--- src/rtl/video_timing_gen_if.sv ---
// Video timing bus between the raster generator and the core/video path.
// The master modport is the timing generator; the slave modport is the core/scaler side.
interface video_timing_gen_if #(
  parameter int RGB_W = 12,
  parameter int POS_W = 9
);
  logic                    ce_pix;
  logic signed [3:0]       h_adj;
  logic signed [2:0]       v_adj;
  logic [RGB_W-1:0]        iRGB;
  logic [POS_W-1:0]        HPOS;
  logic [POS_W-1:0]        VPOS;
  logic [RGB_W-1:0]        oRGB;
  logic                    HBLK;
  logic                    VBLK;
  logic                    HSYN;
  logic                    VSYN;
  logic                    line_start;
  logic                    frame_start;
  logic                    field;

  modport master (
    input  ce_pix, h_adj, v_adj, iRGB,
    output HPOS, VPOS, oRGB, HBLK, VBLK, HSYN, VSYN, line_start, frame_start, field
  );

  modport slave (
    output ce_pix, h_adj, v_adj, iRGB,
    input  HPOS, VPOS, oRGB, HBLK, VBLK, HSYN, VSYN, line_start, frame_start, field
  );
endinterface

--- src/rtl/video_timing_gen.sv ---
// Parametrised raster timing generator: H/V counters, blanking, adjustable sync,
// line/frame strobes and optional interlace field toggling.
module video_timing_gen #(
  parameter int RGB_W        = 12,
  parameter int POS_W        = 9,
  parameter int H_TOTAL      = 384,
  parameter int H_ACT_START  = 16,
  parameter int H_ACT_LEN    = 256,
  parameter int H_SYNC_START = 312,
  parameter int H_SYNC_LEN   = 32,
  parameter int V_TOTAL      = 263,
  parameter int V_ACT_START  = 16,
  parameter int V_ACT_LEN    = 192,
  parameter int V_SYNC_START = 236,
  parameter int V_SYNC_LEN   = 7,
  parameter int INTERLACE    = 0
) (
  input  logic               clk_sys,
  input  logic               reset_n,
  video_timing_gen_if.master vif
);

  if (H_ACT_START + H_ACT_LEN > H_TOTAL) begin : g_err_hact
    $error("video_timing_gen: H active region exceeds H_TOTAL");
  end
  if (H_SYNC_LEN >= H_TOTAL) begin : g_err_hsync
    $error("video_timing_gen: H_SYNC_LEN must be below H_TOTAL");
  end
  if (H_TOTAL > (1 << POS_W)) begin : g_err_hwidth
    $error("video_timing_gen: H_TOTAL does not fit in POS_W");
  end
  if (V_ACT_START + V_ACT_LEN > V_TOTAL) begin : g_err_vact
    $error("video_timing_gen: V active region exceeds V_TOTAL");
  end
  if (V_SYNC_LEN >= V_TOTAL) begin : g_err_vsync
    $error("video_timing_gen: V_SYNC_LEN must be below V_TOTAL");
  end
  if (V_TOTAL + INTERLACE > (1 << POS_W)) begin : g_err_vwidth
    $error("video_timing_gen: V_TOTAL does not fit in POS_W");
  end

  // Signed working width leaves headroom for start + adjust before the modulo fold.
  localparam int SW = POS_W + 3;
  typedef logic signed [SW-1:0] s_t;

  localparam s_t H_TOT_S = s_t'(H_TOTAL);
  localparam s_t H_AS_S  = s_t'(H_ACT_START);
  localparam s_t H_AE_S  = s_t'(H_ACT_START + H_ACT_LEN);
  localparam s_t H_SS_S  = s_t'(H_SYNC_START);
  localparam s_t H_SL_S  = s_t'(H_SYNC_LEN);
  localparam s_t V_TOT_S = s_t'(V_TOTAL);
  localparam s_t V_AS_S  = s_t'(V_ACT_START);
  localparam s_t V_AE_S  = s_t'(V_ACT_START + V_ACT_LEN);
  localparam s_t V_SS_S  = s_t'(V_SYNC_START);
  localparam s_t V_SL_S  = s_t'(V_SYNC_LEN);

  localparam logic [POS_W-1:0] H_LAST   = POS_W'(H_TOTAL - 1);
  localparam logic [POS_W-1:0] V_LAST0  = POS_W'(V_TOTAL - 1);
  localparam logic [POS_W-1:0] V_LAST1  = POS_W'(V_TOTAL);
  localparam logic [POS_W-1:0] H_AS_P   = POS_W'(H_ACT_START);
  localparam logic [POS_W-1:0] V_AS_P   = POS_W'(V_ACT_START);
  localparam logic [POS_W-1:0] POS_ONE  = POS_W'(1);

  logic [POS_W-1:0]  hcnt_q, hcnt_d, vcnt_q, vcnt_d, v_last;
  logic              h_wrap, v_wrap;
  logic              field_q;
  logic signed [3:0] h_adj_q;
  logic signed [2:0] v_adj_q;
  s_t                hcnt_s, vcnt_s, hs0, vs0, hdiff, vdiff;
  logic              hblk_d, vblk_d, hsyn_d, vsyn_d;
  logic [RGB_W-1:0]  rgb_d;
  logic              hblk_q, vblk_q, hsyn_q, vsyn_q, ls_q, fs_q;
  logic [RGB_W-1:0]  rgb_q;

  always_comb begin
    h_wrap = (hcnt_q == H_LAST);
    v_last = ((INTERLACE != 0) && field_q) ? V_LAST1 : V_LAST0;
    v_wrap = (vcnt_q == v_last);
    hcnt_d = h_wrap ? '0 : hcnt_q + POS_ONE;
    vcnt_d = vcnt_q;
    if (h_wrap) vcnt_d = v_wrap ? '0 : vcnt_q + POS_ONE;

    hcnt_s = s_t'({3'b000, hcnt_q});
    vcnt_s = s_t'({3'b000, vcnt_q});

    // Fold the adjusted sync start back into [0, TOTAL) so the window can straddle 0.
    hs0 = H_SS_S + s_t'(h_adj_q);
    if (hs0[SW-1])          hs0 = hs0 + H_TOT_S;
    else if (hs0 >= H_TOT_S) hs0 = hs0 - H_TOT_S;
    vs0 = V_SS_S + s_t'(v_adj_q);
    if (vs0[SW-1])          vs0 = vs0 + V_TOT_S;
    else if (vs0 >= V_TOT_S) vs0 = vs0 - V_TOT_S;

    hdiff = hcnt_s - hs0;
    if (hdiff[SW-1]) hdiff = hdiff + H_TOT_S;
    vdiff = vcnt_s - vs0;
    if (vdiff[SW-1]) vdiff = vdiff + V_TOT_S;

    hsyn_d = !(hdiff < H_SL_S);
    vsyn_d = !(vdiff < V_SL_S);
    hblk_d = !((hcnt_s >= H_AS_S) && (hcnt_s < H_AE_S));
    vblk_d = !((vcnt_s >= V_AS_S) && (vcnt_s < V_AE_S));
    rgb_d  = (hblk_d || vblk_d) ? '0 : vif.iRGB;
  end

  always_ff @(posedge clk_sys) begin
    if (!reset_n) begin
      hcnt_q  <= '0;
      vcnt_q  <= '0;
      field_q <= 1'b0;
      h_adj_q <= '0;
      v_adj_q <= '0;
      hblk_q  <= 1'b1;
      vblk_q  <= 1'b1;
      hsyn_q  <= 1'b1;
      vsyn_q  <= 1'b1;
      rgb_q   <= '0;
      ls_q    <= 1'b0;
      fs_q    <= 1'b0;
    end else begin
      ls_q <= 1'b0;
      fs_q <= 1'b0;
      if (vif.ce_pix) begin
        hcnt_q <= hcnt_d;
        vcnt_q <= vcnt_d;
        hblk_q <= hblk_d;
        vblk_q <= vblk_d;
        hsyn_q <= hsyn_d;
        vsyn_q <= vsyn_d;
        rgb_q  <= rgb_d;
        ls_q   <= h_wrap;
        fs_q   <= h_wrap && v_wrap;
        // Adjusts only take effect from a frame boundary to avoid tearing the sync.
        if (h_wrap && v_wrap) begin
          h_adj_q <= vif.h_adj;
          v_adj_q <= vif.v_adj;
          if (INTERLACE != 0) field_q <= !field_q;
        end
      end
    end
  end

  assign vif.HPOS        = hcnt_q - H_AS_P;
  assign vif.VPOS        = vcnt_q - V_AS_P;
  assign vif.oRGB        = rgb_q;
  assign vif.HBLK        = hblk_q;
  assign vif.VBLK        = vblk_q;
  assign vif.HSYN        = hsyn_q;
  assign vif.VSYN        = vsyn_q;
  assign vif.line_start  = ls_q;
  assign vif.frame_start = fs_q;
  assign vif.field       = field_q;

endmodule

--- src/flat_wrapper.sv ---
// flat-port wrapper written by rule: the top's interface ports become plain ports
module video_timing_gen_flat 
#(
  parameter int RGB_W        = 12,
  parameter int POS_W        = 9,
  parameter int H_TOTAL      = 384,
  parameter int H_ACT_START  = 16,
  parameter int H_ACT_LEN    = 256,
  parameter int H_SYNC_START = 312,
  parameter int H_SYNC_LEN   = 32,
  parameter int V_TOTAL      = 263,
  parameter int V_ACT_START  = 16,
  parameter int V_ACT_LEN    = 192,
  parameter int V_SYNC_START = 236,
  parameter int V_SYNC_LEN   = 7,
  parameter int INTERLACE    = 0
)
  (clk_sys, reset_n, vif_ce_pix, vif_h_adj, vif_v_adj, vif_iRGB, vif_HPOS, vif_VPOS, vif_oRGB, vif_HBLK, vif_VBLK, vif_HSYN, vif_VSYN, vif_line_start, vif_frame_start, vif_field);
  video_timing_gen_if #(.RGB_W(RGB_W), .POS_W(POS_W)) vif_i ();
  input  logic clk_sys;
  input  logic reset_n;
  input wire logic [$bits(vif_i.ce_pix)-1:0] vif_ce_pix;
  input wire logic [$bits(vif_i.h_adj)-1:0] vif_h_adj;
  input wire logic [$bits(vif_i.v_adj)-1:0] vif_v_adj;
  input wire logic [$bits(vif_i.iRGB)-1:0] vif_iRGB;
  output wire logic [$bits(vif_i.HPOS)-1:0] vif_HPOS;
  output wire logic [$bits(vif_i.VPOS)-1:0] vif_VPOS;
  output wire logic [$bits(vif_i.oRGB)-1:0] vif_oRGB;
  output wire logic [$bits(vif_i.HBLK)-1:0] vif_HBLK;
  output wire logic [$bits(vif_i.VBLK)-1:0] vif_VBLK;
  output wire logic [$bits(vif_i.HSYN)-1:0] vif_HSYN;
  output wire logic [$bits(vif_i.VSYN)-1:0] vif_VSYN;
  output wire logic [$bits(vif_i.line_start)-1:0] vif_line_start;
  output wire logic [$bits(vif_i.frame_start)-1:0] vif_frame_start;
  output wire logic [$bits(vif_i.field)-1:0] vif_field;
  assign vif_i.ce_pix = vif_ce_pix;
  assign vif_i.h_adj = vif_h_adj;
  assign vif_i.v_adj = vif_v_adj;
  assign vif_i.iRGB = vif_iRGB;
  assign vif_HPOS = vif_i.HPOS;
  assign vif_VPOS = vif_i.VPOS;
  assign vif_oRGB = vif_i.oRGB;
  assign vif_HBLK = vif_i.HBLK;
  assign vif_VBLK = vif_i.VBLK;
  assign vif_HSYN = vif_i.HSYN;
  assign vif_VSYN = vif_i.VSYN;
  assign vif_line_start = vif_i.line_start;
  assign vif_frame_start = vif_i.frame_start;
  assign vif_field = vif_i.field;
  video_timing_gen #(.RGB_W(RGB_W), .POS_W(POS_W), .H_TOTAL(H_TOTAL), .H_ACT_START(H_ACT_START), .H_ACT_LEN(H_ACT_LEN), .H_SYNC_START(H_SYNC_START), .H_SYNC_LEN(H_SYNC_LEN), .V_TOTAL(V_TOTAL), .V_ACT_START(V_ACT_START), .V_ACT_LEN(V_ACT_LEN), .V_SYNC_START(V_SYNC_START), .V_SYNC_LEN(V_SYNC_LEN), .INTERLACE(INTERLACE)) u_core (.clk_sys(clk_sys), .reset_n(reset_n), .vif(vif_i));
endmodule
--- config.mk ---
export PLATFORM = sky130hd
export DESIGN_NAME = video_timing_gen_flat
export DESIGN_NICKNAME = d
export VERILOG_FILES = /design/src/rtl/video_timing_gen_if.sv /design/src/rtl/video_timing_gen.sv /design/src/flat_wrapper.sv
export SDC_FILE = /design/constraint.sdc
export NUM_CORES = 1
export LEC_CHECK = 0
export CAP_MARGIN = 15
export CORE_MARGIN = 2
export CORE_UTILIZATION = 40
export CTS_CLUSTER_SIZE = 14
export DETAILED_ROUTE_END_ITERATION = 7
export PLACE_DENSITY = 0.73
export SYNTH_ARGS = -nofsm -noshare
export SYNTH_HDL_FRONTEND = slang
export SYNTH_SLANG_ARGS = --single-unit
export TNS_END_PERCENT = 1
--- constraint.sdc ---
create_clock -name clk_sys -period 4.5 [get_ports clk_sys]
set_input_delay 0.9 -clock clk_sys [delete_from_list [all_inputs] [get_ports clk_sys]]
set_output_delay 0.9 -clock clk_sys [all_outputs]
set_load 0.005 [all_outputs]
==> metrics.cfg, run 1 <==
[clock_tree]
clockBufferDepth = 2
hold_buffers = 0
cts_tree = done
cts.sinks = 43
htreeDepth = 2
clk_pin_slew_ps = 80
postCtsSetupRepairBufs = 0
cts_resized = 0
numCtsBuffers = 5
root_buffer = clkbuf_8
clock_latency_ps = 290

[setup_path]
cp.required_ps = 3600
r2r_cells = 11
crit_arrival_ps = 2040
cp-start-kind = flop
worstPathCellList = inv_1 > ha_1 > nand2_1 > xnor2_1 > clkdlybuf4s50_1
cp-startpoint = u_core.vcnt_q[4]$_SDFFE_PN0P_
r2r_end = u_core.vif.VSYN$_SDFFE_PN1P_
crit_fanout = 10
reg2reg_slack_ps = 1650
cp_slowest_stage_delay_ps = 530
cpMaxStageDelayCell = dfxtp_1
end_kind = output pin
cp-endpoint = vif_VPOS[8]
r2r-start = u_core.vcnt_q[0]$_SDFFE_PN0P_
crit_type = reg -> out

[placement]
place_area_sq_um = 3230
place_hpwl_um = 4300
port_buffers = 57
gp_congestion = 0.811

[power_and_ir_drop]
ir_drop_mv = 0.237
cellLeakagePower_nw = 1.27
p_total_w = 0.000735
power.density_nw_per_um2 = 220

[yosys]
syn_nets = 366
ys_types = 49
synth_edf_count = 0
ys_warn_count = 0
synthCells = 324
yosysSeqAreaShare_pct = 31.9
synthFlopType = dfxtp_1
syn_area_sq_um = 2700
synth_area_per_cell_sq_um = 8.33
synthArstFlopShare_pct = 0
ys_seq_elements = 43

[grt]
grt_pass1_wl_um = 9560
grt_start_max_net_pins = 25
track_usage_pct = 15.8
grt_pass1_vias = 2143
antenna_found_initial = 0
grt_remaining_overflow = 0

[status]
status = finished, final reports clean

[drt]
vias_per_cell = 5.04
route.antenna.remaining_nets = 0
drc = 0
dr.pass1.iters = 4
wire_per_inst_um = 13.0
num_vias = 2217
routed_wl_um = 5710
drtIter0Drc = 147

[worst_hold_path]
hp-class = reg -> reg

[finish]
layout_commonest_cell = clkdlybuf4s50_1
area_delta_synth_final_pct = 24.1
drive_gt1_share_pct = 4.41
final_cell_mix = 57 x clkdlybuf4s50_1, 43 x dfxtp_1, 29 x nor2_1, 29 x nor2b_1, 27 x nand2_1
diodes = 0
final_nets = 404
final_area_sq_um = 3350

[sta]
worst_slew_pin_slew_ps = 784
finalMaxSlewViolations = 0
hold_viol = 0
rsz0062_at_grt = false
fin_crit_sh_pct = 65.4
fmax_mhz = 340
max-slew-margin-rel_pct = 47.6
skew_ps = 3.66
tns_ps = 0
holdWs_ps = 481
layout_min_cycle_time_ps = 2940
finalSetupViolations = 0

[floorplanning]
die_h_um = 86.1
start_util_pct = 42.0
num_rows = 29
die_w_um = 86.1
core_sq_um = 6420
io_pins = 59
dieArea_sq_um = 7420

[run]
cap_violations = 0

## through the flow
| stage | worst slack (ps) | instances | utilization (%) |
|---|---|---|---|
| detailed placement | 1370 | 432 | 50.3 |
| CTS | 1540 | 440 | 52.2 |
| global placement | 1390 | 432 | 50.3 |
| floorplan | 1890 | 324 | - |
| finish | 1560 | 440 | 52.2 |
| global route | 1400 | 440 | 52.2 |
## final cells by class
| type | count | area, sq um |
|---|---|---|
| clock inverter | 2 | 35.0 |
| tap | 77 | 96.3 |
| inverter | 14 | 52.6 |
| timing repair buffer | 58 | 578 |
| multi-input combinational | 240 | 1640 |
| clock buffer | 6 | 82.6 |
| fill | 598 | 3070 |
| sequential | 43 | 861 |
## sequential cells by signal, indices dropped and copies added (netlist names)
register	flops
u_core.vif.oRGB	12
u_core.h_adj_q	4
u_core.vif.frame_start	1
u_core.vif.VBLK	1
u_core.vif.line_start	1
u_core.vcnt_q	9
u_core.vif.HSYN	1
u_core.vif.HBLK	1
u_core.hcnt_q	9
u_core.v_adj_q	3
u_core.vif.VSYN	1
## synthesized netlist by cell type (8+ instances only)
cell type,number,area [sq um]
a21oi_1,14,70.1
buf_4,10,75.1
clkbuf_1,14,52.6
dfxtp_1,43,861
ha_1,19,238
inv_1,14,52.6
nand2_1,27,101
nand3_1,8,40.0
nor2_1,29,109
nor2b_1,29,181
nor3_1,8,40.0
o21ai_0,8,40.0
xnor2_1,16,140
xor2_1,16,140
## kinds of logic (layout without fill, tap and decap cells)
group / count (synthesis) / in the layout / share of synthesized area (%)
AO/OA/AOI/OAI: 52 / 52 / 14.0
adder cells (fa/ha/maj): 20 / 20 / 9.55
multiplexers: 7 / 7 / 2.60
AND/OR/NAND/NOR: 128 / 128 / 24.3
XOR/XNOR: 32 / 32 / 10.4
flip-flops: 43 / 43 / 31.9
buffers and inverters: 41 / 80 / 7.19
other: 1 / 1 / 0.139
## critical path, delay by kind of cell, from the launching register on
kind | cells | cell delay, ps
flops | 1 | 530
fa+ha+maj | 1 | 280
xor+xnor | 1 | 110
buf+inv | 2 | 750
simple gates | 1 | 80
## metal layers
metal  global-route usage [%]  share of wire, %  up-vias
met5                        0                 0        -
met4                     4.18              0.88        0
met3                     3.37               4.4        6
met2                     27.1                45       49
met1                     20.2                49      999
li1                         -                 -     1163
## report_power, final
group / switching [W] / total (W) / internal (W)
Combinational: 0.0000170 / 0.0000435 / 0.0000265
Sequential: 0.00000329 / 0.000385 / 0.000382
Clock: 0.000127 / 0.000306 / 0.000179
Total: 0.000147 / 0.000735 / 0.000588
## worst min-delay path by stage
stage                                              start                             end  slack (ps)  cells past startpoint
after floorplan           u_core.h_adj_q[0]$_SDFFE_PN0P_  u_core.h_adj_q[0]$_SDFFE_PN0P_         440                      1
after global placement      u_core.vif.VBLK$_SDFFE_PN1P_    u_core.vif.VBLK$_SDFFE_PN1P_         450                      2
after detailed placement    u_core.vif.VBLK$_SDFFE_PN1P_    u_core.vif.VBLK$_SDFFE_PN1P_         470                      2
after CTS                   u_core.vif.VBLK$_SDFFE_PN1P_    u_core.vif.VBLK$_SDFFE_PN1P_         490                      2
after global routing        u_core.vif.VBLK$_SDFFE_PN1P_    u_core.vif.VBLK$_SDFFE_PN1P_         520                      2
final                       u_core.vif.VBLK$_SDFFE_PN1P_    u_core.vif.VBLK$_SDFFE_PN1P_         480                      2
No activity file was read; power rests on OpenSTA's default activity.
==> inputs of run 2 (changes only) <==
- PLACE_DENSITY: 0.73 -> 0.75
- clock period: 4.5 -> 2.7 ns (I/O delays scaled with it)
==> run 2 against run 1 <==
  * Utilization rose by 1.1 points
  * Clock skew hardly changed
  * Die area is the same
  * First-iteration DRC count decreased by 11%
  * Critical endpoint is now u_core.vif.VSYN$_SDFFE_PN1P_
==> metrics.cfg, run 2 (same netlist as run 1, synthesis figures left out) <==
[placement]
place_hpwl_um = 4410
port_buffers = 57
pre_cts_slack_ps = 11.9
gp_congestion = 0.870

[power_and_ir_drop]
p_sw_share_pct = 23.0
netSwitchingPower_w = 0.000267
p_comb_share_pct = 6.5
cellLeakagePower_nw = 1.31
p_int_w = 0.000893
power_frac_seq_pct = 55.4
clkPwrFrac_pct = 38.1
power.density_nw_per_um2 = 339
ir_drop_mv = 0.225

[setup_path]
cp_common_cell = inv_1
end_kind = flop
cpMaxStageDelayCell = or4b_1
cp-start-kind = flop
cp.required_ps = 2890
crit_family = compound AO/OA/AOI/OAI gates
crit_fanout = 4
crit_buf_inv = 2
crit_arrival_ps = 2790
worstPathCellList = inv_1 > ha_2 > inv_1 > fa_2 > a21o_2 > a31oi_4 > xnor2_2 > or4b_1 > a211oi_2 > o221a_2 > a31oi_1
crit_type = reg -> reg
cp_slowest_stage_delay_ps = 540

[sta]
fmax_mhz = 384
worst_slew_pin_slew_ps = 511
fin_crit_sh_pct = 96.4
tns_ps = 0
worst_slack_ps = 95.9
holdWs_ps = 486
hold_viol = 0
finalMaxSlewViolations = 0
max-slew-margin-rel_pct = 65.9
layout_min_cycle_time_ps = 2600
finalSetupViolations = 0
rsz0062_at_grt = true
skew_ps = 3.82

[clock_tree]
clock_latency_ps = 290
numCtsBuffers = 5
clockBufferDepth = 2
htreeDepth = 2
clk_pin_slew_ps = 90
cts_tree = done
hold_buffers = 0
cts.sinks = 43
root_buffer = clkbuf_8

[finish]
final_cell_mix = 57 x clkdlybuf4s50_1, 42 x dfxtp_1, 29 x nor2_1, 29 x nor2b_1, 27 x nand2_1
area_delta_synth_final_pct = 26.7
largest_reg_flops = 12
diodes = 0
drive_gt1_share_pct = 8.06
final_nets = 413
layout_commonest_cell = clkdlybuf4s50_1

[drt]
drtIter0Drc = 131
routed_wl_um = 5950
dr.pass1.iters = 4
route.antenna.remaining_nets = 0
vias_per_cell = 5.15
drc = 0
num_vias = 2313
wire_per_inst_um = 13.2

[status]
status = finished, final reports clean

[worst_hold_path]
hp-class = reg -> reg

[grt]
grt_pass1_vias = 2213
grt_pass1_wl_um = 10100
grt_start_max_net_pins = 24
track_usage_pct = 16.6
grt_remaining_overflow = 0
antenna_found_initial = 0

[floorplanning]
die_w_um = 86.1
start_util_pct = 42.0
core_sq_um = 6420
die_h_um = 86.1
num_rows = 29
dieArea_sq_um = 7420
io_pins = 59

[run]
cap_violations = 0

==> run 2: area by class of cell <==
class                   count  area, sq um
well taps                  77         96.3
clock inverters             1         8.76
multi-input cells         240         1670
fillers                   591         3000
repair buffers             67          646
inverters                  14         52.6
clock buffers               7         86.3
flip-flops and latches     43          862
==> run 2: what timing repair did <==
item | 4_1_cts | 5_1_grt
endpoints found under the setup margin | 1 | 3
pin swaps | 0 | 1
buffers inserted | 0 | 1
gates resized for setup | 1 | 6
==> run 2: metrics by stage <==
| stage | utilization [%] | instance area (sq um) | std cells | total power (W) |
|---|---|---|---|---|
| floorplan | - | 2700 | 324 | 0.000687 |
| detailed placement | 51.3 | 3290 | 440 | 0.000730 |
| CTS | 52.9 | 3390 | 448 | 0.00117 |
| global route | 53.2 | 3420 | 449 | 0.00122 |
| finish | 53.2 | 3420 | 449 | 0.00116 |
| global placement | 51.3 | 3290 | 440 | 0.000730 |
==> run 2: power groups by stage <==
stage / clock network, W / registers [W] / logic [W]
floorplan: 0 / 0.000656 / 0.0000317
global placement: 0 / 0.000657 / 0.0000725
detailed placement: 0 / 0.000657 / 0.0000734
CTS: 0.000454 / 0.000642 / 0.0000739
global route: 0.000494 / 0.000643 / 0.0000817
finish: 0.000442 / 0.000642 / 0.0000753
==> run 2: layer usage <==
layer	up-vias	global-route usage (%)	routed length, um
li1	1180	-	-
met1	1069	20.8	2750
met2	53	27.9	2830
met3	11	3.85	255
met4	0	5.77	110
met5	-	0	0
==> run 2: final timing paths <==
path | start | end | slack, ps | cells past startpoint
setup / recovery | u_core.vcnt_q[0]$_SDFFE_PN0P_ | u_core.vif.VSYN$_SDFFE_PN1P_ | 100 | 11
hold / removal | u_core.h_adj_q[0]$_SDFFE_PN0P_ | u_core.h_adj_q[0]$_SDFFE_PN0P_ | 490 | 1
setup reg to reg | u_core.vcnt_q[0]$_SDFFE_PN0P_ | u_core.vif.VSYN$_SDFFE_PN1P_ | 100 | 11
hold reg to reg | u_core.h_adj_q[0]$_SDFFE_PN0P_ | u_core.h_adj_q[0]$_SDFFE_PN0P_ | 490 | 1
